`config.mk`:
```
export PLATFORM = sky130hd
export DESIGN_NAME = ast_width_downsizer
export DESIGN_NICKNAME = d
export VERILOG_FILES = /design/src/rtl/ast_width_downsizer_pkg.sv /design/src/rtl/ast_width_downsizer.sv
export SDC_FILE = /design/constraint.sdc
export NUM_CORES = 1
export LEC_CHECK = 0
export BUFFER_PORTS_ARGS = -buffer_cell sky130_fd_sc_hd__buf_2
export CORE_ASPECT_RATIO = 0.7
export CORE_MARGIN = 1.5
export CORE_UTILIZATION = 35
export DETAILED_ROUTE_END_ITERATION = 12
export PLACE_DENSITY_LB_ADDON = 0.2
export SYNTH_ARGS = -nofsm -noshare
export SYNTH_HDL_FRONTEND = slang
export SYNTH_SLANG_ARGS = --single-unit
```
`constraint.sdc`:
```
create_clock -name clk_i -period 4.9 [get_ports clk_i]
set_clock_uncertainty 0.05 [all_clocks]
set_input_delay 0.735 -clock clk_i [delete_from_list [all_inputs] [get_ports clk_i]]
set_output_delay 0.735 -clock clk_i [all_outputs]
set_load 0.01 [all_outputs]
```
`src/rtl/ast_width_downsizer_pkg.sv`:
```
// ---------------------------------------------------------------------------
// ast_width_downsizer_pkg
//   Shared definitions for the Avalon-ST width converter pair (128->64
//   downsizer and 64->128 upsizer). Holds the default widths, the derived
//   empty-field widths, field typedefs and the downsizer state encoding.
//   No ports (package).
// ---------------------------------------------------------------------------
package ast_width_downsizer_pkg;

  // Returns ceil(log2(v)), but never less than 1, so a field always has a bit.
  function automatic int clog2_min1(input int v);
    return ($clog2(v) > 1) ? $clog2(v) : 1;
  endfunction

  localparam int DEF_DATA_IN_W   = 128;
  localparam int DEF_DATA_OUT_W  = 64;
  localparam int DEF_CHANNEL_W   = 10;
  localparam int DEF_EMPTY_IN_W  = clog2_min1(DEF_DATA_IN_W / 8);
  localparam int DEF_EMPTY_OUT_W = clog2_min1(DEF_DATA_OUT_W / 8);

  typedef logic [DEF_CHANNEL_W-1:0]   channel_t;
  typedef logic [DEF_EMPTY_IN_W-1:0]  empty_in_t;
  typedef logic [DEF_EMPTY_OUT_W-1:0] empty_out_t;

  // EMPTY: holding register free. SENDING: a wide beat is being emitted.
  typedef enum logic {
    ST_EMPTY   = 1'b0,
    ST_SENDING = 1'b1
  } dsz_state_e;

endpackage : ast_width_downsizer_pkg

```
`src/rtl/ast_width_downsizer.sv`:
```
// ---------------------------------------------------------------------------
// ast_width_downsizer
//   Avalon-ST width downconverter. Each accepted wide beat is held in one
//   register and re-emitted as DATA_IN_W/DATA_OUT_W narrow pieces, low-order
//   piece first. Packet framing (sop/eop), channel and empty are preserved;
//   an eop beat with a large empty emits only the pieces that carry data.
//
// Ports
//   clk_i, rst_i           clock (rising edge), async active-high reset
//   ast_*_i (wide side)    data/sop/eop/valid/empty/channel in, ast_ready_o out
//   ast_*_o (narrow side)  data/sop/eop/valid/empty/channel out, ast_ready_i in
// ---------------------------------------------------------------------------
module ast_width_downsizer
  import ast_width_downsizer_pkg::*;
#(
  parameter int DATA_IN_W   = DEF_DATA_IN_W,
  parameter int DATA_OUT_W  = DEF_DATA_OUT_W,
  parameter int CHANNEL_W   = DEF_CHANNEL_W,
  parameter int EMPTY_IN_W  = clog2_min1(DATA_IN_W / 8),
  parameter int EMPTY_OUT_W = clog2_min1(DATA_OUT_W / 8)
) (
  input  logic                   clk_i,
  input  logic                   rst_i,
  input  logic [DATA_IN_W-1:0]   ast_data_i,
  input  logic                   ast_startofpacket_i,
  input  logic                   ast_endofpacket_i,
  input  logic                   ast_valid_i,
  input  logic [EMPTY_IN_W-1:0]  ast_empty_i,
  input  logic [CHANNEL_W-1:0]   ast_channel_i,
  output logic                   ast_ready_o,
  output logic [DATA_OUT_W-1:0]  ast_data_o,
  output logic                   ast_startofpacket_o,
  output logic                   ast_endofpacket_o,
  output logic                   ast_valid_o,
  output logic [EMPTY_OUT_W-1:0] ast_empty_o,
  output logic [CHANNEL_W-1:0]   ast_channel_o,
  input  logic                   ast_ready_i
);

  localparam int R        = DATA_IN_W / DATA_OUT_W;
  localparam int B        = DATA_OUT_W / 8;
  localparam int BYTES_IN = DATA_IN_W / 8;
  localparam int IDX_W    = clog2_min1(R);

  if ((DATA_IN_W % DATA_OUT_W) != 0) begin : g_err_ratio
    $error("ast_width_downsizer: DATA_IN_W must be a multiple of DATA_OUT_W");
  end
  if ((DATA_OUT_W % 8) != 0) begin : g_err_bytes
    $error("ast_width_downsizer: DATA_OUT_W must be a multiple of 8");
  end

  dsz_state_e            state_q, state_d;
  logic [DATA_IN_W-1:0]  buf_data_q, buf_data_d;
  logic                  buf_sop_q, buf_sop_d;
  logic                  buf_eop_q, buf_eop_d;
  logic [EMPTY_IN_W-1:0] buf_empty_q, buf_empty_d;
  logic [CHANNEL_W-1:0]  buf_channel_q, buf_channel_d;
  logic [IDX_W-1:0]      idx_q, idx_d;
  logic [IDX_W-1:0]      last_idx_q, last_idx_d;

  logic                  buf_valid;
  logic                  last_piece;
  logic                  accept;
  logic                  advance;
  logic [IDX_W-1:0]      accept_last_idx;

  assign buf_valid  = (state_q == ST_SENDING);
  assign last_piece = (idx_q == last_idx_q);

  // The holding register can take a new beat when it is free, or when its
  // final piece leaves in this very cycle; that second case is what keeps
  // consecutive wide beats bubble-free. Held low throughout reset.
  assign ast_ready_o = ~rst_i & (~buf_valid | (last_piece & ast_ready_i));
  assign accept      = ast_valid_i & ast_ready_o;
  assign advance     = buf_valid & ast_ready_i;

  // Index of the last piece that carries data. Whole empty pieces at the top
  // of an eop beat are never emitted; empty is ignored on non-eop beats.
  always_comb begin
    accept_last_idx = IDX_W'(R - 1);
    if (ast_endofpacket_i) begin
      accept_last_idx = IDX_W'(R - 1 - (int'(ast_empty_i) / B));
    end
  end

  // Next-state: step through the pieces of the held beat, then either reload
  // from the input (same-cycle accept) or fall back to EMPTY.
  always_comb begin
    state_d       = state_q;
    buf_data_d    = buf_data_q;
    buf_sop_d     = buf_sop_q;
    buf_eop_d     = buf_eop_q;
    buf_empty_d   = buf_empty_q;
    buf_channel_d = buf_channel_q;
    idx_d         = idx_q;
    last_idx_d    = last_idx_q;

    if (advance) begin
      if (!last_piece) begin
        idx_d = idx_q + IDX_W'(1);
      end else begin
        state_d = ST_EMPTY;
      end
    end

    if (accept) begin
      state_d       = ST_SENDING;
      buf_data_d    = ast_data_i;
      buf_sop_d     = ast_startofpacket_i;
      buf_eop_d     = ast_endofpacket_i;
      buf_empty_d   = ast_empty_i;
      buf_channel_d = ast_channel_i;
      idx_d         = '0;
      last_idx_d    = accept_last_idx;
    end
  end

  // State and holding register. Reset discards any half-sent beat.
  always_ff @(posedge clk_i or posedge rst_i) begin
    if (rst_i) begin
      state_q       <= ST_EMPTY;
      buf_data_q    <= '0;
      buf_sop_q     <= 1'b0;
      buf_eop_q     <= 1'b0;
      buf_empty_q   <= '0;
      buf_channel_q <= '0;
      idx_q         <= '0;
      last_idx_q    <= '0;
    end else begin
      state_q       <= state_d;
      buf_data_q    <= buf_data_d;
      buf_sop_q     <= buf_sop_d;
      buf_eop_q     <= buf_eop_d;
      buf_empty_q   <= buf_empty_d;
      buf_channel_q <= buf_channel_d;
      idx_q         <= idx_d;
      last_idx_q    <= last_idx_d;
    end
  end

  // Narrow side is decoded purely from registers. Framing flags and empty
  // are qualified by buf_valid so they never show up on an idle bus.
  always_comb begin
    ast_valid_o         = buf_valid;
    ast_data_o          = buf_data_q[int'(idx_q) * DATA_OUT_W +: DATA_OUT_W];
    ast_startofpacket_o = buf_valid & buf_sop_q & (idx_q == '0);
    ast_endofpacket_o   = buf_valid & buf_eop_q & last_piece;
    ast_empty_o         = '0;
    if (ast_endofpacket_o) begin
      ast_empty_o = EMPTY_OUT_W'(int'(buf_empty_q) % B);
    end
    ast_channel_o       = buf_channel_q;
  end

  // An eop beat whose empty covers the whole beat has no data to emit.
  a_legal_empty : assert property (
    @(posedge clk_i) disable iff (rst_i)
      (accept && ast_endofpacket_i) |-> (int'(ast_empty_i) < BYTES_IN)
  ) else $error("ast_width_downsizer: eop beat with empty >= bytes per beat");

endmodule : ast_width_downsizer

```
## Word-level counts from Yosys, hierarchy flattened

Index checks and enable logic that the tools add are counted.
W data, S select, Z words.

- Memories kept: 0
- Memory bits (writable): 0
- Latch bits: 0
- Bits in read-only memories: 0
- Register bits: 146

- Mux-type cells: 8
- Multipliers: 0
- Bitwise logic cells: 12
- Reduce and logical (&&, ||, !) cells: 4
- Equal/unequal tests: 2
- $lt $le $gt $ge: 0
- Shift operators: 1
- Div/mod/pow operators: 0
- Add/subtract/negate cells: 2

Operator list:

| kind | number |
|---|---|
| $shiftx A128 B8 Y64 | 1 |
| $and A1 B1 Y1 | 8 |
| $mux W1 | 7 |
| $reduce_and A2 Y1 | 2 |
| $reduce_bool A2 Y1 | 2 |
| $mux W3 | 1 |
| $not A1 Y1 | 3 |
| $ne A2 B1 Y1 const B | 1 |
| $add A1 B1 Y1 const B | 1 |
| $eq A1 B1 Y1 | 1 |
| $or A1 B1 Y1 | 1 |
| $sub A1 B1 Y1 const A | 1 |

## Longest topological paths before layout

- Word-level depth: 7
- Gate-level depth with buffers: 5
- Mapped depth without buffers: 3

## Least setup slack after synthesis

No wires, ideal clock.

- Path kind: input -> register
- From: in rst_i
- To: reg buf_data_q[29]
- Cell stages on the path: 5
- Required time: 4.722 ns
- Path buffers: 2
- Data arrival time: 4.983 ns
- Path slack: -0.261 ns
- Cells stage by stage: inv_1 a41o_1 buf_2 buf_2 mux2_1

- Word-level cells in the longest chain between the ends: 3

RTL lines:

| item | RTL line | source |
|---|---|---|
| from (decl) | ast_width_downsizer.sv:23 | `input logic rst_i,` |
| $not A1 Y1 | ast_width_downsizer.sv:73 | `assign ast_ready_o = ~rst_i & (~buf_valid \| (last_piece & ast_ready_i));` |
| $and A1 B1 Y1 | ast_width_downsizer.sv:73 |  |
| $and A1 B1 Y1 | ast_width_downsizer.sv:74 | `assign accept = ast_valid_i & ast_ready_o;` |
| to (signal assigned) | ast_width_downsizer.sv:131 | `buf_data_q <= buf_data_d;` |
| to (decl) | ast_width_downsizer.sv:53 | `logic [DATA_IN_W-1:0] buf_data_q, buf_data_d;` |

Every way passes these cells.
A chain may end at the register's enable or synchronous reset.

## Worst setup path in the final report

- From: reg idx_q
- To: out ast_data_o[53]

- Word-level cells in the longest chain between the ends: 1

RTL lines:

| item | RTL line | source |
|---|---|---|
| from (decl) | ast_width_downsizer.sv:58 | `logic [IDX_W-1:0] idx_q, idx_d;` |
| from (signal assigned) | ast_width_downsizer.sv:136 | `idx_q <= idx_d;` |
| $shiftx A128 B8 Y64 | ast_width_downsizer.sv:145 | `ast_data_o = buf_data_q[int'(idx_q) * DATA_OUT_W +: DATA_OUT_W];` |
| to (decl) | ast_width_downsizer.sv:31 | `output logic [DATA_OUT_W-1:0] ast_data_o,` |

Every way passes these cells.

==> summary.md <==
| Metric | Value |
|---|---|
| Yosys top cell by area | dfrtp_1 |
| WL final | 13800 um |
| Most area-consuming cells after synthesis | dfrtp_1 (59%), mux2_1 (25%), mux2_2 (13%), buf_2 (1.6%), and2_1 (0.30%) |
| Number of sinks on the clock net | 146 |
| PortBufs | 228 |
| Post-layout min period | 2.89 ns |
| Total CTS buffers | 17 |
| CP Data Required Time | 4.12 ns |
| Core Rows | 40 |
| Multi-input gate area | 2450 um^2 |
| Share of layout cells above drive strength 1 | 52.6% |
| Part of the power in registers | 37.7% |
| Fmax | 0.346 GHz |
| Crit path largest cell delay | 0.73 ns |
| Syn Inst Count | 395 |
| DR WL/cell | 16.0 um |
| Final ANT Viol Nets | 0 |
| Die span in x | 162 um |
| Final setup vio count | 0 |
| Yosys warns | 0 |
| Total chip power | 5.57 mW |
| Fill count | 1581 |
| Pwr dens | 677 nW/um^2 |
| Top-count cell post-synth | dfrtp_1 |
| Hold Path Class | reg2reg |
| I/O pin total | 229 |
| Met3 Use GR | 7.64% |
| VDD IR-drop max | 261 uV |
| Syn_nets | 543 |
| Worst slew margin | 33.6% |
| Clock Pin Slew Worst Setup and Hold Paths | 0.06 ns |
| Final period utilization | 59.0% |
| Post-synthesis async set-or-reset flop share | 100% |
| DR pass1 iterations | 6 |
| Netlist Area Pre-Place | 6210 um^2 |
| Inst Count DP | 835 |
| CP Cell Sequence | buf_4 -> mux2_2 -> buf_2 |
| Switch Pwr | 1.73 mW |
| #FFs+latches synth | 146 |
| Combinational share of power | 36.9% |
| CTS resizes | 0 |
| Die height | 114 um |
| Hpwl dp | 9580 um |
| Core area | 17300 um^2 |
| Register area | 3650 um^2 |
| Antenna violations before repair | 4 |
| Fin cells | 867 |
| Post-DR vias/cell | 4.59 |
| Slowest cell on crit path | buf_4 |
| Area of the die | 18600 um^2 |
| Pleak | 3.83 nW |
| Worst setup SP type | flip-flop |
| Yosys top cell area share | 58.9% |
| Vias in the first global route | 4431 |
| Share of the yosys chip area belonging to registers | 58.9% |
| Root buffer cell | clkbuf_16 |
| Critical Setup Path Class | reg2out |
| GR Util met1 | 18.4% |
| RSZ-0062 raised after global routing | no |
| Via count | 3978 |
| Iteration-0 DRC Markers | 147 |
| CTS Hold Bufs | 0 |
| GRT Total Usage | 15.6% |
| Clock Latency Late Sink | 0.41 ns |
| Distinct cells, synth | 16 |
| CP delay by family, top | buffers and inverters |
| Net Sw Frac | 31.1% |
| Clock Path Buffers | 2 |
| Status | complete, no violations |
| Pre-CTS WS | 1.96 ns |
| Setup ws final | 2.01 ns |
| Initial core utilization | 35.9% |
| CTS tree | yes |
| Slew Viols, Final | 0 |
| Placed Area | 7580 um^2 |
| Final Cell Area | 8230 um^2 |
| Main flop type after synthesis | dfrtp_1 |
| EDFF count, synth | 0 |
| Arrival @ worst endpoint | 2.11 ns |
| Clk pwr share | 25.4% |
| Worst slew pin tran | 0.996 ns |
| Post-CTS Setup Bufs | 0 |
| Bufs and invs on worst path | 2 |
| Final Hold Fails | 0 |
| Largest net degree at the start of global routing | 81 |
| First-pass GRT wire length | 22200 um |
| Setup crit end kind | primary output |
| Syn Area/Cell | 15.7 um^2 |
| Layout Nets | 771 |
| Internal Pwr Total | 3.84 mW |
| Max FO, Critical Path | 66 |
| H-tree levels | 4 |
| M2 GR Usage | 24.5% |
| Area Growth Syn to Fin | 32.5% |
| Setup TNS | 0 ns |
| Max cap viols | 0 |
| Global route total overflow | 0 |
| Post-synth top cells | dfrtp_1 (146), mux2_1 (138), mux2_2 (70), buf_2 (20), nand2_1 (5) |
| RePlAce Congestion | 0.730 |
| Remaining DRCs | 0 |
| Gr busiest metal | met2 |
==> cells in the final DEF (no fill, tap or decap) <==
cell type | Yosys | final
diode_2 | 0 | 1
a21o_1 | 1 | 1
mux2_2 | 70 | 70
nor2_1 | 1 | 1
dfrtp_1 | 146 | 145
buf_2 | 20 | 228
nand3_1 | 1 | 1
and3_1 | 1 | 1
clkbuf_1 | 0 | 2
buf_4 | 0 | 3
nor3b_1 | 1 | 1
xnor2_1 | 1 | 1
clkbuf_16 | 0 | 17
clkinv_4 | 0 | 1
nand2_1 | 5 | 5
mux2_1 | 138 | 138
dfrtp_2 | 0 | 1
clkinv_2 | 0 | 1
and2_1 | 3 | 3
buf_12 | 0 | 1
bufinv_16 | 0 | 5
inv_6 | 0 | 3
a21oi_1 | 2 | 2
a41o_4 | 0 | 1
clkinvlp_4 | 0 | 3
==> power by group through the flow <==
stage | logic (mW) | clock network, mW | registers (mW)
after floorplan | 1.39 | 0 | 2.05
after global placement | 2.04 | 0 | 2.08
after detailed placement | 2.10 | 0 | 2.12
after CTS | 2.11 | 1.46 | 2.10
after global routing | 2.26 | 1.51 | 2.19
final | 2.06 | 1.41 | 2.10
==> state kept, by name, summed over array words and instances, names as in the netlist <==
signal	cells
ast_channel_o	10
ast_valid_o	1
buf_data_q	128
buf_empty_q	3
buf_eop_q	1
buf_sop_q	1
idx_q	1
last_idx_q	1
==> layer usage <==
layer | wire [um] | part of all wire (%)
met1 | 5830 | 42
met2 | 6310 | 46
met3 | 1450 | 10
met4 | 223 | 1.6
met5 | 26 | 0.19
==> cell families (layout without fill, tap and decap cells) <==
kind of cell	after synthesis	in the layout	synth area share [%]
buffers and inverters	24	264	1.85
other	0	1	0
muxes	208	208	37.7
and+or+nand+nor	12	12	0.968
AOI/OAI and AO/OA	4	4	0.444
xor gates and xnor gates	1	1	0.141
DFF	146	146	58.9
==> path summary, 6_finish.rpt <==
path                                      from               to  slack (ns)  depth (start not counted)
worst max register to register           idx_q  buf_data_q[112]        2.13                          4
worst max-delay path                     idx_q   ast_data_o[53]        2.01                          3
min in group asynchronous                rst_i   buf_data_q[92]        0.60                          3
worst min-delay path            buf_empty_q[1]   buf_empty_q[1]        0.43                          1
max in group asynchronous                rst_i            idx_q        2.63                          4
worst min register to register  buf_empty_q[1]   buf_empty_q[1]        0.43                          1
==> final cells by class <==
type / instances / area share [%]
sequential: 146 / 44.4
inverter: 1 / 0.0913
multi-input combinational: 225 / 29.8
timing repair buffer: 232 / 14.4
antenna: 1 / 0.0304
clock inverter: 12 / 2.49
clock buffer: 19 / 5.26
tap: 231 / 3.51
==> worst reg2reg max path, cell delays in order, from the launching register on <==
cell	delay, ns
dfrtp_2	0.40
xnor2_1	0.38
a41o_4	0.86
buf_12	0.52
mux2_1	0.44
==> through the flow <==
stage                     hold slack [ns]  util (%)
after global placement              0.411      43.9
after floorplan                     0.399         -
after detailed placement            0.418      43.9
final                               0.427      47.6
after CTS                           0.432      47.6
after global routing                0.446      47.6
(Power assumes the default switching activity.)
